File: src/rtl/data_mem_arb_pkg.sv
// Shared types for the data_mem arbiter.
// FSM states, default widths and the port index type.
package data_mem_arb_pkg;

  localparam int ARB_ADDR_W = 4;
  localparam int ARB_DATA_W = 4;

  typedef enum logic {
    ARB_IDLE,
    ARB_RD_WAIT
  } arb_state_e;

  typedef logic port_idx_t;

endpackage

File: src/rtl/data_mem_arbiter_rr_arb2.sv
// Combinational two-way round-robin pick.
// The pointer register lives in the parent.
module rr_arb2 (
  input  logic [1:0] req,
  input  logic       last,
  output logic [1:0] gnt
);

  // last = index of the most recent winner; the other port wins a tie
  assign gnt[0] = req[0] & (~req[1] | last);
  assign gnt[1] = req[1] & (~req[0] | ~last);

endmodule

File: src/rtl/data_mem_arbiter.sv
// Two-port round-robin arbiter/sequencer in front of data_mem.
// Writes issue every cycle; reads take a grant cycle plus a wait cycle.
module data_mem_arbiter
  import data_mem_arb_pkg::*;
#(
  parameter int ADDR_W = ARB_ADDR_W,
  parameter int DATA_W = ARB_DATA_W
) (
  input  logic              clk,
  input  logic              rst,
  input  logic              req0,
  input  logic              req1,
  input  logic              we0,
  input  logic              we1,
  input  logic [ADDR_W-1:0] addr0,
  input  logic [ADDR_W-1:0] addr1,
  input  logic [DATA_W-1:0] wdata0,
  input  logic [DATA_W-1:0] wdata1,
  output logic              gnt0,
  output logic              gnt1,
  output logic              rvalid0,
  output logic              rvalid1,
  output logic [DATA_W-1:0] rdata0,
  output logic [DATA_W-1:0] rdata1,
  output logic              busy,
  output logic              mem_read_en,
  output logic              mem_write_en,
  output logic [ADDR_W-1:0] mem_addr,
  output logic [DATA_W-1:0] mem_datain,
  input  logic [DATA_W-1:0] mem_dataout
);

  arb_state_e state, state_nxt;
  logic       last;
  port_idx_t  rd_port;
  port_idx_t  sel;
  logic [1:0] pick;
  logic [1:0] gnt;
  logic       any_gnt;
  logic       g_we;
  logic       rd_issue;

  rr_arb2 u_rr (
    .req  ({req1, req0}),
    .last (last),
    .gnt  (pick)
  );

  // Grants only in IDLE and never while reset is held
  always_comb begin
    gnt = 2'b00;
    if (!rst && state == ARB_IDLE) gnt = pick;
  end

  assign gnt0     = gnt[0];
  assign gnt1     = gnt[1];
  assign any_gnt  = |gnt;
  assign sel      = gnt[1];
  assign g_we     = sel ? we1 : we0;
  assign rd_issue = any_gnt & ~g_we;
  assign busy     = (state == ARB_RD_WAIT);

  always_comb begin
    state_nxt    = state;
    mem_read_en  = 1'b0;
    mem_write_en = 1'b0;
    mem_addr     = '0;
    mem_datain   = '0;
    unique case (state)
      ARB_IDLE: begin
        if (any_gnt) begin
          mem_read_en  = ~g_we;
          mem_write_en = g_we;
          mem_addr     = sel ? addr1 : addr0;
          mem_datain   = sel ? wdata1 : wdata0;
          if (!g_we) state_nxt = ARB_RD_WAIT;
        end
      end
      ARB_RD_WAIT: state_nxt = ARB_IDLE;
    endcase
  end

  always_ff @(posedge clk or posedge rst) begin
    if (rst) begin
      state   <= ARB_IDLE;
      last    <= 1'b1;
      rd_port <= 1'b0;
      rvalid0 <= 1'b0;
      rvalid1 <= 1'b0;
      rdata0  <= '0;
      rdata1  <= '0;
    end else begin
      state   <= state_nxt;
      rvalid0 <= 1'b0;
      rvalid1 <= 1'b0;
      if (any_gnt) last <= sel;
      if (rd_issue) rd_port <= sel;
      // dataout is cleared at this edge; sample its pre-edge value
      if (state == ARB_RD_WAIT) begin
        if (rd_port) begin
          rvalid1 <= 1'b1;
          rdata1  <= mem_dataout;
        end else begin
          rvalid0 <= 1'b1;
          rdata0  <= mem_dataout;
        end
      end
    end
  end

endmodule

File: config.mk
export PLATFORM = sky130hd
export DESIGN_NAME = data_mem_arbiter
export DESIGN_NICKNAME = d
export VERILOG_FILES = /design/src/rtl/data_mem_arb_pkg.sv /design/src/rtl/data_mem_arbiter_rr_arb2.sv /design/src/rtl/data_mem_arbiter.sv
export SDC_FILE = /design/constraint.sdc
export NUM_CORES = 1
export LEC_CHECK = 0
export CORE_UTILIZATION = 31
export CTS_CLUSTER_DIAMETER = 60
export DETAILED_ROUTE_END_ITERATION = 16
export HOLD_SLACK_MARGIN = 0.05
export PLACE_DENSITY_LB_ADDON = 0.2
export SLEW_MARGIN = 25
export SYNTH_ARGS = -nofsm -noshare
export SYNTH_HDL_FRONTEND = slang
export SYNTH_SLANG_ARGS = --single-unit
File: constraint.sdc
create_clock -name clk -period 1.4 [get_ports clk]
set_clock_uncertainty 0.05 [all_clocks]
set_input_delay 0.28 -clock clk [delete_from_list [all_inputs] [get_ports clk]]
set_output_delay 0.28 -clock clk [all_outputs]
set_load 0.02 [all_outputs]
==> summary.txt <==
Run status
  • Status: finished with violations
  • Failing checks: negative setup slack

Floorplan
  • Die boundary height: 50.3 microns
  • Starting density of the core: 32.7%
  • DIE WIDTH: 50.3 microns
  • Core box area: 0.00221 sq mm
  • Top Ports: 49
  • Row count: 17
  • Die ar.: 0.00253 sq mm

Timing
  • # setup viols final: 13
  • Maximum clock frequency: 0.523 GHz
  • Slew margin rel.: 72.7%
  • Tmin final: 1.91 ns
  • RSZ-0062 raised after global routing: true
  • Final cycle utilization of the critical path: 137%
  • Pins Over Slew Limit: 0
  • Final hold vios: 0
  • Final WS setup: -0.513 ns
  • Worst-Margin Slew: 0.399 ns

Logic synthesis
  • Netlist Area Pre-Place: 724 sq um
  • Most frequent cell after synthesis: dfrtp_1
  • Cell count after synthesis: 70
  • Seq/Total Area, Yosys: 45.1%
  • Synth top area cells: dfrtp_1 (41%), o31ai_1 (8.3%), mux2_1 (6.2%), mux2_2 (6.2%), inv_1 (5.7%)
  • Yosys warnings: 0
  • Async SR Flop Fraction: 100%
  • Seq cells post-synth: 13
  • Cell accounting for the most synthesized area: dfrtp_1
  • Number of flops mapped to enable cells by yosys: 0
  • Avg Inst Size Synth: 10.3 sq um
  • Yosys top cell area share: 41.5%
  • Synth top cells by count: dfrtp_1 (12), inv_1 (11), nand3_1 (8), o31ai_1 (8)
  • Yosys cell types: 27
  • Syn nets: 96
  • Ys flop type: dfrtp_1

Drt
  • Routed WL: 2420 microns
  • Routed len/inst: 14.5 microns
  • Vias: 810
  • DR vias/cell: 4.85
  • Iter 0 DRT Violations: 10
  • Initial DRT Pass Iterations: 4
  • Detail Route Antenna Nets: 0
  • DRC viols: 0

Cells and area
  • Total Nets Final: 166
  • Fin cells: 167
  • Diode count: 0
  • Area grow syn2layout: 126%
  • Share of layout cells above drive strength 1: 49.6%
  • Final instance area: 0.00164 sq mm

CTS
  • CTS tree: built
  • Worst-Skew Late Latency: 0.27 ns
  • CTS max path bufs: 2
  • Sink Count: 13
  • CTS root buf: clkbuf_4
  • Total CTS buffers: 3
  • Hold_buf cts: 0
  • Htree depth: 1
  • Clock slew seen by the registers of the worst setup and hold paths: 0.07 ns

Worst setup path
  • Crit Path Max Fanout: 3
  • WS Path Type: register to primary output
  • Worst path max stage delay: 0.44 ns
  • CP Launch Type: register
  • WP data arrival: 1.58 ns
  • Worst setup EP type: primary output
  • Slowest cell on crit path: dfrtp_2
  • CP required: 1.07 ns
  • Critical-path cell list: nor3b_4, buf_4, and3_4, nand2b_4, buf_6

Global route
  • Via count of the first global-routing pass: 781
  • GRT Util Overall: 20.0%
  • First-pass GRT wire length: 3680 microns
  • Pin count of the biggest net entering global routing: 10
  • GRT overflow: 0
  • Initial antenna violation count: 0

Placement
  • Dpl cells: 157
  • Area post-placement: 0.00147 sq mm
  • GPL Wtd Cong: 0.761
  • Port Buffer Count: 48
  • Post-DP HPWL: 1760 microns

Pwr
  • PwrDens: 849 mW/mm^2
  • Leak: 0.737 nW
  • Final Power: 1.39 mW
  • Max rail drop VDD: 935 uV

Worst hold path
  • Min-delay worst type: input pin to asynchronous set/reset pin

Run
  • Max-cap violation count: 0
==> kinds of logic after synthesis <==
logic type	count (synthesis)	share of synthesized area, %
muxes	8	12.4
DFF	13	45.1
AOI/OAI and AO/OA	16	18.3
and+or+nand+nor	17	14.2
buffers and inverters	16	10.0
==> through the flow <==
| stage | setup WS, ns | TNS (ns) | utilization, % | hold slack (ns) |
|---|---|---|---|---|
| after floorplan | -0.151 | -1.50 | - | 0.106 |
| final | -0.513 | -5.52 | 74.0 | 0.247 |
| after detailed placement | -1.08 | -13.35 | 66.5 | 0.424 |
| after global placement | -1.02 | -12.79 | 66.5 | 0.422 |
| after global routing | -0.585 | -6.57 | 74.0 | 0.250 |
| after CTS | -0.485 | -5.36 | 73.9 | 0.230 |
==> path summary, 6_finish.rpt <==
path                            from  slack (ns)            to  depth (start not counted)
max                             busy       -0.51  mem_write_en                          5
min                              rst        0.25       rvalid1                          3
max reg2reg                     busy       -0.01          busy                          5
min reg2reg                rdata0[1]        0.43     rdata0[1]                          1
max in group asynchronous        rst        0.72          busy                          4
min in group clk           rdata0[1]        0.43     rdata0[1]                          1
==> power breakdown <==
| group | switching (mW) | internal [mW] |
|---|---|---|
| registers | 0.0368 | 0.449 |
| logic | 0.347 | 0.340 |
| clock network | 0.108 | 0.110 |
==> flip-flops by register name (all words and copies together), names as in the netlist <==
register and flops:
rvalid1 1, last 1, rdata0 4, rd_port 1, rdata1 4, rvalid0 1
busy 1
==> cell type report <==
cell class / count / area [sq um]
repair buffers: 68 / 649
fillers: 168 / 574
multi-input cells: 41 / 538
flip-flops and latches: 13 / 328
inverters: 13 / 61.3
well taps: 28 / 35.0
clock buffers: 4 / 26.3
==> critical path: cells and delay by family (launching register included) <==
family                 cells  cell delay (ns)
buffers and inverters      2             0.28
flip-flops                 1             0.44
AND/OR/NAND/NOR            3             0.59
==> layout by cell type, fill, tap and decap left out, types with 2 or more instances in the layout <==
cell type	synthesis	routed
clkdlybuf4s50_1	0	22
buf_4	1	18
dlygate4sd2_1	0	13
inv_1	11	11
buf_6	1	11
dfrtp_1	12	11
o31ai_4	0	8
nand3_2	0	7
mux2_2	4	4
mux2_1	4	4
clkbuf_4	0	3
buf_12	0	2
==> repair_timing <==
item | in CTS | in global routing
setup endpoints to repair | 28 | 17
gates cloned | 0 | 0
gates resized for setup | 104 | 2
buffers inserted | 6 | 2
pin swaps | 6 | 2
==> routing by layer <==
layer | GRT usage [%] | vias up | part of all wire [%] | wire length, microns
met5 | 0 | - | 0 | 0
met4 | 1.39 | 0 | 0 | 0
met3 | 4.85 | 0 | 4.3 | 104
met2 | 37.1 | 22 | 56 | 1350
met1 | 24.1 | 398 | 40 | 966
li1 | - | 390 | - | -
Power figures use the tool's default switching activity.
